===== src/rtl/seg_display_scan.sv =====
// Score display driver: binary-to-BCD (shift-add-3) or hex capture, latched into a
// display register and time-multiplexed onto NUM_DIGITS active-low 7-segment digits.
module seg_display_scan #(
  parameter int NUM_DIGITS  = 4,
  parameter int SCORE_W     = 12,
  parameter int REFRESH_DIV = 100000
) (
  input  logic                  clk,
  input  logic                  clr_n,
  input  logic [SCORE_W-1:0]    value,
  input  logic                  load,
  input  logic                  hex_mode,
  input  logic                  blank_lz,
  input  logic                  enable,
  output logic                  busy,
  output logic                  ovf,
  output logic [6:0]            seven_seg,
  output logic [NUM_DIGITS-1:0] seg_select
);

  function automatic int dec_digits(input int w);
    longint unsigned v;
    int n;
    v = (64'd1 << w) - 64'd1;
    n = 1;
    while (v >= 64'd10) begin
      v = v / 64'd10;
      n = n + 1;
    end
    return n;
  endfunction

  function automatic logic [6:0] glyph(input logic [3:0] nib);
    logic [6:0] g;
    case (nib)
      4'h0: g = 7'b0000001;
      4'h1: g = 7'b1001111;
      4'h2: g = 7'b0010010;
      4'h3: g = 7'b0000110;
      4'h4: g = 7'b1001100;
      4'h5: g = 7'b0100100;
      4'h6: g = 7'b0100000;
      4'h7: g = 7'b0001111;
      4'h8: g = 7'b0000000;
      4'h9: g = 7'b0000100;
      4'hA: g = 7'b0001000;
      4'hB: g = 7'b1100000;
      4'hC: g = 7'b0110001;
      4'hD: g = 7'b1000010;
      4'hE: g = 7'b0110000;
      default: g = 7'b0111000;
    endcase
    return g;
  endfunction

  // BCD register holds every decimal digit SCORE_W can produce, never fewer than displayed
  localparam int BCD_N  = (dec_digits(SCORE_W) > NUM_DIGITS) ? dec_digits(SCORE_W) : NUM_DIGITS;
  localparam int BCD_W  = 4 * BCD_N;
  localparam int DISP_W = 4 * NUM_DIGITS;
  localparam int CNT_W  = $clog2(SCORE_W) + 1;
  localparam int PRE_W  = $clog2(REFRESH_DIV);
  localparam int IDX_W  = (NUM_DIGITS > 1) ? $clog2(NUM_DIGITS) : 1;

  localparam logic [PRE_W-1:0] PRE_MAX = PRE_W'(REFRESH_DIV - 1);
  localparam logic [IDX_W-1:0] IDX_MAX = IDX_W'(NUM_DIGITS - 1);

  typedef enum logic [1:0] {S_IDLE, S_CONVERT, S_COMMIT} state_t;

  state_t                r_state;
  state_t                w_state_next;
  logic                  w_busy;
  logic                  w_accept;
  logic                  w_commit;

  logic [SCORE_W-1:0]    r_shift;
  logic                  r_hex;
  logic [CNT_W-1:0]      r_cnt;
  logic [BCD_W:0]        r_bcd;
  logic [BCD_W-1:0]      w_bcd_adj;
  logic [DISP_W-1:0]     w_hex_disp;
  logic                  w_bcd_ovf;

  logic [DISP_W-1:0]     r_disp;
  logic                  r_disp_hex;
  logic                  r_ovf;

  logic [PRE_W-1:0]      r_pre;
  logic [IDX_W-1:0]      r_idx;

  logic [3:0]            w_digit [NUM_DIGITS];
  logic [NUM_DIGITS-1:0] w_zero_from;
  logic                  w_blank;
  logic [6:0]            r_seg;
  logic [NUM_DIGITS-1:0] r_sel;

  always_ff @(posedge clk or negedge clr_n) begin
    if (!clr_n) r_state <= S_IDLE;
    else        r_state <= w_state_next;
  end

  always_comb begin
    w_state_next = r_state;
    w_busy       = 1'b0;
    w_accept     = 1'b0;
    w_commit     = 1'b0;
    case (r_state)
      S_IDLE: begin
        if (load) begin
          w_accept     = 1'b1;
          w_state_next = hex_mode ? S_COMMIT : S_CONVERT;
        end
      end
      S_CONVERT: begin
        w_busy = 1'b1;
        if (r_cnt == '0) w_state_next = S_COMMIT;
      end
      S_COMMIT: begin
        w_busy       = 1'b1;
        w_commit     = 1'b1;
        w_state_next = S_IDLE;
      end
      default: w_state_next = S_IDLE;
    endcase
  end

  for (genvar gi = 0; gi < BCD_N; gi++) begin : g_bcd_adj
    assign w_bcd_adj[4*gi +: 4] = (r_bcd[4*gi +: 4] >= 4'd5) ? r_bcd[4*gi +: 4] + 4'd3
                                                              : r_bcd[4*gi +: 4];
  end

  // Any nonzero BCD bit above the displayed digits (including the guard bit) means out of range
  assign w_bcd_ovf = |r_bcd[BCD_W:DISP_W];

  if (SCORE_W >= DISP_W) begin : g_hex_trunc
    assign w_hex_disp = r_shift[DISP_W-1:0];
  end else begin : g_hex_ext
    assign w_hex_disp = {{(DISP_W - SCORE_W){1'b0}}, r_shift};
  end

  always_ff @(posedge clk or negedge clr_n) begin
    if (!clr_n) begin
      r_shift    <= '0;
      r_hex      <= 1'b0;
      r_cnt      <= '0;
      r_bcd      <= '0;
      r_disp     <= '0;
      r_disp_hex <= 1'b0;
      r_ovf      <= 1'b0;
    end else begin
      if (w_accept) begin
        r_shift <= value;
        r_hex   <= hex_mode;
        r_bcd   <= '0;
        r_cnt   <= CNT_W'(SCORE_W - 1);
      end
      if (r_state == S_CONVERT) begin
        r_bcd   <= {w_bcd_adj, r_shift[SCORE_W-1]};
        r_shift <= r_shift << 1;
        r_cnt   <= r_cnt - CNT_W'(1);
      end
      if (w_commit) begin
        r_disp_hex <= r_hex;
        if (r_hex) begin
          r_disp <= w_hex_disp;
          r_ovf  <= 1'b0;
        end else begin
          r_disp <= r_bcd[DISP_W-1:0];
          r_ovf  <= w_bcd_ovf;
        end
      end
    end
  end

  always_ff @(posedge clk or negedge clr_n) begin
    if (!clr_n) begin
      r_pre <= '0;
      r_idx <= '0;
    end else if (r_pre == PRE_MAX) begin
      r_pre <= '0;
      r_idx <= (r_idx == IDX_MAX) ? '0 : r_idx + IDX_W'(1);
    end else begin
      r_pre <= r_pre + PRE_W'(1);
    end
  end

  // w_zero_from[i]: digits i and above are all zero
  for (genvar gi = 0; gi < NUM_DIGITS; gi++) begin : g_digits
    assign w_digit[gi]     = r_disp[4*gi +: 4];
    assign w_zero_from[gi] = (r_disp[DISP_W-1:4*gi] == '0);
  end

  assign w_blank = blank_lz && !r_disp_hex && !r_ovf && (r_idx != '0) && w_zero_from[r_idx];

  always_ff @(posedge clk or negedge clr_n) begin
    if (!clr_n) begin
      r_seg <= 7'b1111111;
      r_sel <= '1;
    end else if (!enable) begin
      r_seg <= 7'b1111111;
      r_sel <= '1;
    end else begin
      r_sel <= ~(NUM_DIGITS'(1) << r_idx);
      if (r_ovf)        r_seg <= 7'b1111110;
      else if (w_blank) r_seg <= 7'b1111111;
      else              r_seg <= glyph(w_digit[r_idx]);
    end
  end

  assign busy       = w_busy;
  assign ovf        = r_ovf;
  assign seven_seg  = r_seg;
  assign seg_select = r_sel;

endmodule


===== config.mk =====
export PLATFORM = sky130hd
export DESIGN_NAME = seg_display_scan
export DESIGN_NICKNAME = d
export VERILOG_FILES = /design/src/rtl/seg_display_scan.sv
export SDC_FILE = /design/constraint.sdc
export NUM_CORES = 1
export LEC_CHECK = 0
export CAP_MARGIN = 10
export CORE_UTILIZATION = 53
export DETAILED_ROUTE_END_ITERATION = 7
export PLACE_DENSITY = 0.73
export RECOVER_POWER = 100
export SYNTH_ARGS = -nofsm -noshare
export SYNTH_HDL_FRONTEND = slang
export SYNTH_SLANG_ARGS = --single-unit

===== constraint.sdc =====
create_clock -name clk -period 1.86 [get_ports clk]
set_input_delay 0.186 -clock clk [delete_from_list [all_inputs] [get_ports clk]]
set_output_delay 0.186 -clock clk [all_outputs]
set_load 0.005 [all_outputs]

==> results.py, run 1 <==
metrics = {
    "status": {
        "status": "completed",
    },
    "final_layout": {
        "final_common_cell": "dfrtp_1",
        "layout_common_cells": "dfrtp_1 (73), o21ai_0 (38), nand2_1 (31)",
        "num-fill-cells": 686,
        "drive_above_1_share": 0.152,
        "area_growth_pct": 15.7,
        "seqCellArea_mm2": 0.00214,
        "fin_nets": 524,
        "antenna_cells": 0,
        "multi_input_area_mm2": 0.00221,
        "fin_cells": 592,
        "final_area_mm2": 0.00525,
    },
    "pwr": {
        "ir_worst_vdd_v": 0.000587,
        "powerDensity_mw_per_mm2": 1230,
        "p_leak_nw": 2.22,
    },
    "logic_synthesis": {
        "synth.distinct_cells": 50,
        "yosysWarnings": 0,
        "yosysSeqAreaShare": 0.472,
        "synthFlopType": "dfrtp_1",
        "synth_top_cell_by_area": "dfrtp_1",
        "synth_top_area_frac": 0.408,
        "synth.avg_cell_area_um2": 10.3,
        "synthTopCellsByArea": "dfrtp_1 (41%), ha_1 (6.6%), dfstp_2 (6.4%)",
        "synth_seq_cells": 85,
        "synth_edf_count": 0,
        "syn_inst": 441,
        "synthesis.area_mm2": 0.00454,
        "syn_nets": 483,
        "async_flop_share": 1.00,
    },
    "global_routing": {
        "track_usage": 0.216,
        "antenna_found_initial": 0,
        "grt_pass1_wl_mm": 15.1,
        "grt_pass1_vias": 3200,
        "grt_max_degree": 86,
        "grt_overflow": 0,
    },
    "clock_network": {
        "clock_path_buffers": 2,
        "clk_pin_slew_worst_paths_ns": 0.09,
        "cts_root_buf": "clkbuf_8",
        "clock_latency_ns": 0.36,
        "h-tree-depth": 3,
        "cts_buffers": 9,
        "cts_tree": "done",
        "clkSinkCount": 85,
    },
    "floorplanning": {
        "ioPinCount": 31,
        "dieArea_mm2": 0.00893,
        "die_w_um": 94.5,
        "core_mm2": 0.00826,
        "die_h_um": 94.5,
        "start_util": 0.549,
        "num_rows": 33,
    },
    "timing": {
        "fmax_mhz": 550,
        "finalCriticalPeriod_ns": 1.82,
        "final_hold_viol_count": 0,
        "whs_ns": 0.365,
        "worst_slew_pin_slew_ns": 1.14,
        "layout_worst_path_cycle_share": 0.977,
        "finalMaxSlewViolations": 0,
        "final.setup.tns_ns": 0,
        "slew_headroom": 0.238,
        "skew_ns": 0.00901,
        "rsz0062_at_grt": "true",
        "setup_viol": 0,
    },
    "setup_path": {
        "start_kind": "flop",
        "critical_path_class": "reg -> reg",
        "crit_chain": "mux4_2 -> ha_4 -> or2b_4 -> o221ai_2 -> nand2_1",
        "end_kind": "flop",
        "cpPeakStageDelay_ns": 0.62,
        "worstPathArrival_ns": 2.10,
        "path_max_fanout": 5,
        "slowest_stage": "mux4_2",
        "rrSetupSlack_ns": 0.04,
        "cp.required_ns": 2.14,
    },
    "detailed_routing": {
        "first_pass_iters": 4,
        "avgRoutedWirePerCell_um": 14.6,
        "viasPerCell": 5.62,
        "wirelength_mm": 8.65,
        "antenna_left": 0,
        "drt-initial-drc-count": 150,
        "num_vias": 3325,
        "remaining_drc_errors": 0,
    },
    "placement": {
        "place.port_buffers": 30,
        "placed_area_mm2": 0.00504,
        "gp_congestion": 0.899,
        "detailed_place_hpwl_mm": 6.01,
        "dp_cells": 572,
    },
    "hold_path": {
        "hold_class": "in -> reg",
    },
    "job": {
        "drv_cap": 0,
    },
}
path summary, 6_finish.rpt:
kind | depth (start not counted) | start | to
setup / recovery | 5 | r_idx[0]$_DFFE_PN0N_ | seven_seg[6]$_DFF_PN1_
hold / removal | 3 | value[0] | r_shift[0]$_DFFE_PN0P_
setup reg to reg | 5 | r_idx[0]$_DFFE_PN0N_ | seven_seg[6]$_DFF_PN1_
hold reg to reg | 1 | r_pre[0]$_DFF_PN0_ | r_pre[0]$_DFF_PN0_
max in group asynchronous | 3 | clr_n | r_idx[0]$_DFFE_PN0N_
min in group asynchronous | 3 | clr_n | r_disp[14]$_DFFE_PN0N_
per-stage QoR:
step / util / setup WS, ns / power (mW)
3_3_place_gp: 0.610 / -0.0139 / 5.14
2_1_floorplan: - / 0.000609 / 4.44
5_1_grt: 0.636 / -0.0320 / 6.91
6_report: 0.636 / 0.0422 / 6.44
3_5_place_dp: 0.610 / -0.0686 / 5.24
4_1_cts: 0.634 / 0.00364 / 6.44
routing by layer:
layer | global-route usage | up-vias | part of all wire | routed length, um
li1 | - | 1628 | - | -
met1 | 0.297 | 1627 | 0.48 | 4120
met2 | 0.347 | 62 | 0.48 | 4160
met3 | 0.0330 | 8 | 0.028 | 246
met4 | 0.0758 | 0 | 0.013 | 112
met5 | 0 | - | 0 | 0
power breakdown:
group | total, mW | internal (mW) | leakage [nW] | switching, mW
logic | 2.44 | 1.21 | 1.08 | 1.23
registers | 2.80 | 2.34 | 1.06 | 0.458
clock network | 1.20 | 0.490 | 0.0820 | 0.711
sequential cells by signal (all words and copies together) (netlist names):
name / cells
r_shift: 12
r_disp: 16
ovf: 1
r_idx: 2
r_state: 2
r_disp_hex: 1
seg_select: 4
r_hex: 1
r_bcd: 17
r_pre: 17
seven_seg: 7
r_cnt: 5
cell families (layout without fill, tap and decap cells):
| logic type | after synthesis | after routing | synth area share |
|---|---|---|---|
| adders and majority gates | 24 | 24 | 0.0662 |
| buffers and inverters | 48 | 94 | 0.0474 |
| AOI/OAI and AO/OA | 88 | 88 | 0.111 |
| DFF | 85 | 85 | 0.472 |
| and+or+nand+nor | 131 | 131 | 0.149 |
| muxes | 38 | 38 | 0.102 |
| xor gates and xnor gates | 27 | 27 | 0.0521 |
timing repair:
item                                    in CTS  in global routing
resized for setup                            2                  6
hold buffers                                 1                  0
endpoints found under the hold margin       74                  0
pin swaps                                    1                  5
buffers inserted                             2                  1
endpoints found under the setup margin       7                  7
cell type report:
type	instances	area share
clock buffers	9	0.0236
clock inverters	7	0.00953
inverters	25	0.0179
multi-input cells	308	0.421
flip-flops and latches	85	0.408
well taps	105	0.0250
repair buffers	53	0.0955
cells in the mapped netlist, types with 4 or more instances:
library cell	n
inv_1	24
nand2b_1	7
and4_1	4
buf_6	4
mux2_2	9
nand4_1	4
ha_1	24
nor2_1	25
mux2i_1	24
nor4_1	5
xnor2_1	14
clkbuf_1	15
nor3_1	5
nor3b_1	5
nand3b_1	5
nand2_1	31
dfstp_2	11
buf_2	4
xor2_1	13
o31ai_1	6
a21oi_1	28
o21ai_0	38
nand3_1	27
dfrtp_1	74
worst max-delay path, delay by kind of cell, from the launching register on:
kind | cells | cell delay, ns
multiplexers | 1 | 0.62
AO/OA/AOI/OAI | 1 | 0.17
adder cells (fa/ha/maj) | 1 | 0.20
flip-flops | 1 | 0.44
AND/OR/NAND/NOR | 2 | 0.32
No activity file was read; power rests on OpenSTA's default activity.
==> run 2: changes to the inputs <==
PLACE_DENSITY = 0.76   (was 0.73)
==> results.py, run 2 (synthesis results as in run 1) <==
metrics = {
    "status": {
        "status": "completed",
    },
    "detailed_routing": {
        "num_vias": 3317,
        "wirelength_mm": 8.73,
        "remaining_drc_errors": 0,
        "antenna_left": 0,
        "first_pass_iters": 4,
        "drt-initial-drc-count": 107,
        "viasPerCell": 5.58,
        "avgRoutedWirePerCell_um": 14.7,
    },
    "placement": {
        "place_ws_ns": -0.123,
        "dp_cells": 573,
        "detailed_place_hpwl_mm": 6.11,
        "place.port_buffers": 30,
        "gp_congestion": 0.895,
    },
    "floorplanning": {
        "core_mm2": 0.00826,
        "die_h_um": 94.5,
        "ioPinCount": 31,
        "num_rows": 33,
        "start_util": 0.549,
        "dieArea_mm2": 0.00893,
        "die_w_um": 94.5,
    },
    "final_layout": {
        "layout_common_cells": "dfrtp_1 (73), o21ai_0 (38), nand2_1 (31)",
        "final_common_cell": "dfrtp_1",
        "antenna_cells": 0,
        "fin_nets": 526,
        "drive_above_1_share": 0.162,
        "area_growth_pct": 17.6,
        "final_util": 0.646,
        "largestRegisters": "r_bcd: 17 flops, r_pre: 17 flops, r_disp: 16 flops",
        "fin_cells": 594,
    },
    "timing": {
        "whs_ns": 0.376,
        "finalMaxSlewViolations": 0,
        "finalCriticalPeriod_ns": 1.84,
        "final_hold_viol_count": 0,
        "fmax_mhz": 545,
        "rsz0062_at_grt": "true",
        "setup_viol": 0,
        "slew_headroom": 0.333,
        "skew_ns": 0.00804,
        "layout_setup_ws_ns": 0.0241,
        "layout_worst_path_cycle_share": 0.987,
        "worst_slew_pin_slew_ns": 1.00,
    },
    "job": {
        "drv_cap": 0,
    },
    "setup_path": {
        "worstPathArrival_ns": 2.12,
        "crit_chain": "mux4_2 -> ha_4 -> or2b_4 -> o221ai_2 -> nand2_1",
        "end_kind": "flop",
        "start_kind": "flop",
        "cp.required_ns": 2.14,
        "path_max_fanout": 6,
        "critical_path_class": "reg -> reg",
        "slowest_stage": "mux4_2",
        "cpPeakStageDelay_ns": 0.62,
    },
    "global_routing": {
        "grt_overflow": 0,
        "grt_pass1_wl_mm": 15.2,
        "track_usage": 0.220,
        "antenna_found_initial": 0,
        "grt_pass1_vias": 3255,
        "grt_max_degree": 47,
    },
    "pwr": {
        "internal-power_mw": 4.35,
        "power_mw": 6.77,
        "power.share.sequential": 0.403,
        "p_clk_frac": 0.219,
        "p_leak_nw": 2.26,
        "switching_share": 0.357,
        "p_sw_mw": 2.42,
        "ir_worst_vdd_v": 0.000736,
        "powerDensity_mw_per_mm2": 1270,
        "p_comb_frac": 0.378,
    },
    "hold_path": {
        "hold_class": "in -> reg",
    },
    "clock_network": {
        "clock_latency_ns": 0.36,
        "cts_tree": "done",
        "cts_buffers": 9,
        "h-tree-depth": 3,
        "clkSinkCount": 85,
        "clk_pin_slew_worst_paths_ns": 0.09,
        "clock_path_buffers": 2,
        "cts_root_buf": "clkbuf_8",
    },
}
run 2: changes by cell type in the layout (fill, tap and decap cells not counted), sizes merged:
| cell | previous run | this run |
|---|---|---|
| buf | 21 | 24 |
| bufinv | 0 | 2 |
| clkbuf | 11 | 10 |
| clkinv | 3 | 1 |
| clkinvlp | 3 | 1 |
| inv | 26 | 28 |
run 2: worst paths after layout:
kind | from | to | slack (ns) | cells after the start
worst max-delay path | r_idx[0]$_DFFE_PN0N_ | seven_seg[6]$_DFF_PN1_ | 0.02 | 5
worst min-delay path | value[0] | r_shift[0]$_DFFE_PN0P_ | 0.38 | 3
worst max register to register | r_idx[0]$_DFFE_PN0N_ | seven_seg[6]$_DFF_PN1_ | 0.02 | 5
worst min register to register | r_cnt[3]$_DFFE_PN0P_ | r_cnt[3]$_DFFE_PN0P_ | 0.50 | 1
max in group asynchronous | clr_n | r_bcd[5]$_DFFE_PN0P_ | 0.56 | 3
min in group asynchronous | clr_n | r_disp[0]$_DFFE_PN0N_ | 0.53 | 2
run 2: layout make-up:
class / count / area (um2)
repair buffers: 55 / 527
clock buffers: 9 / 124
well taps: 105 / 131
inverters: 25 / 93.8
fillers: 694 / 2920
multi-input cells: 308 / 2210
flip-flops and latches: 85 / 2140
clock inverters: 7 / 103
run 2: power by group through the flow:
stage,sequential (mW),clock [mW],combinational [mW]
floorplan,2.63,0,1.81
global placement,2.74,0,2.42
detailed placement,2.76,0,2.51
CTS,2.72,1.52,2.53
global route,2.79,1.60,2.89
finish,2.73,1.48,2.56
run 2: per-stage QoR:
stage | TNS, ns | cell area [um2]
6_report | 0 | 5340
3_3_place_gp | -0.296 | 5040
5_1_grt | -0.0623 | 5340
4_1_cts | 0 | 5300
3_5_place_dp | -0.578 | 5040
2_1_floorplan | 0 | 4550
run 2: critical path, delay by kind of cell (launching register included):
| family | cells | cell delay (ns) |
|---|---|---|
| AO/OA/AOI/OAI | 1 | 0.17 |
| adder cells (fa/ha/maj) | 1 | 0.20 |
| flip-flops | 1 | 0.45 |
| multiplexers | 1 | 0.62 |
| AND/OR/NAND/NOR | 2 | 0.32 |
run 2: routing by layer:
layer | up-vias | share of wire | track usage
li1 | 1632 | - | -
met1 | 1612 | 0.45 | 0.276
met2 | 65 | 0.51 | 0.382
met3 | 8 | 0.032 | 0.0362
met4 | 0 | 0.0095 | 0.0846
met5 | - | 0 | 0
run 2: what timing repair did:
action	in CTS	in global routing
hold buffers	1	0
gates cloned	0	0
setup buffers	3	1
setup endpoints to repair	7	9
hold endpoints to repair	28	0
pin swaps	1	5
gates resized for setup	2	9
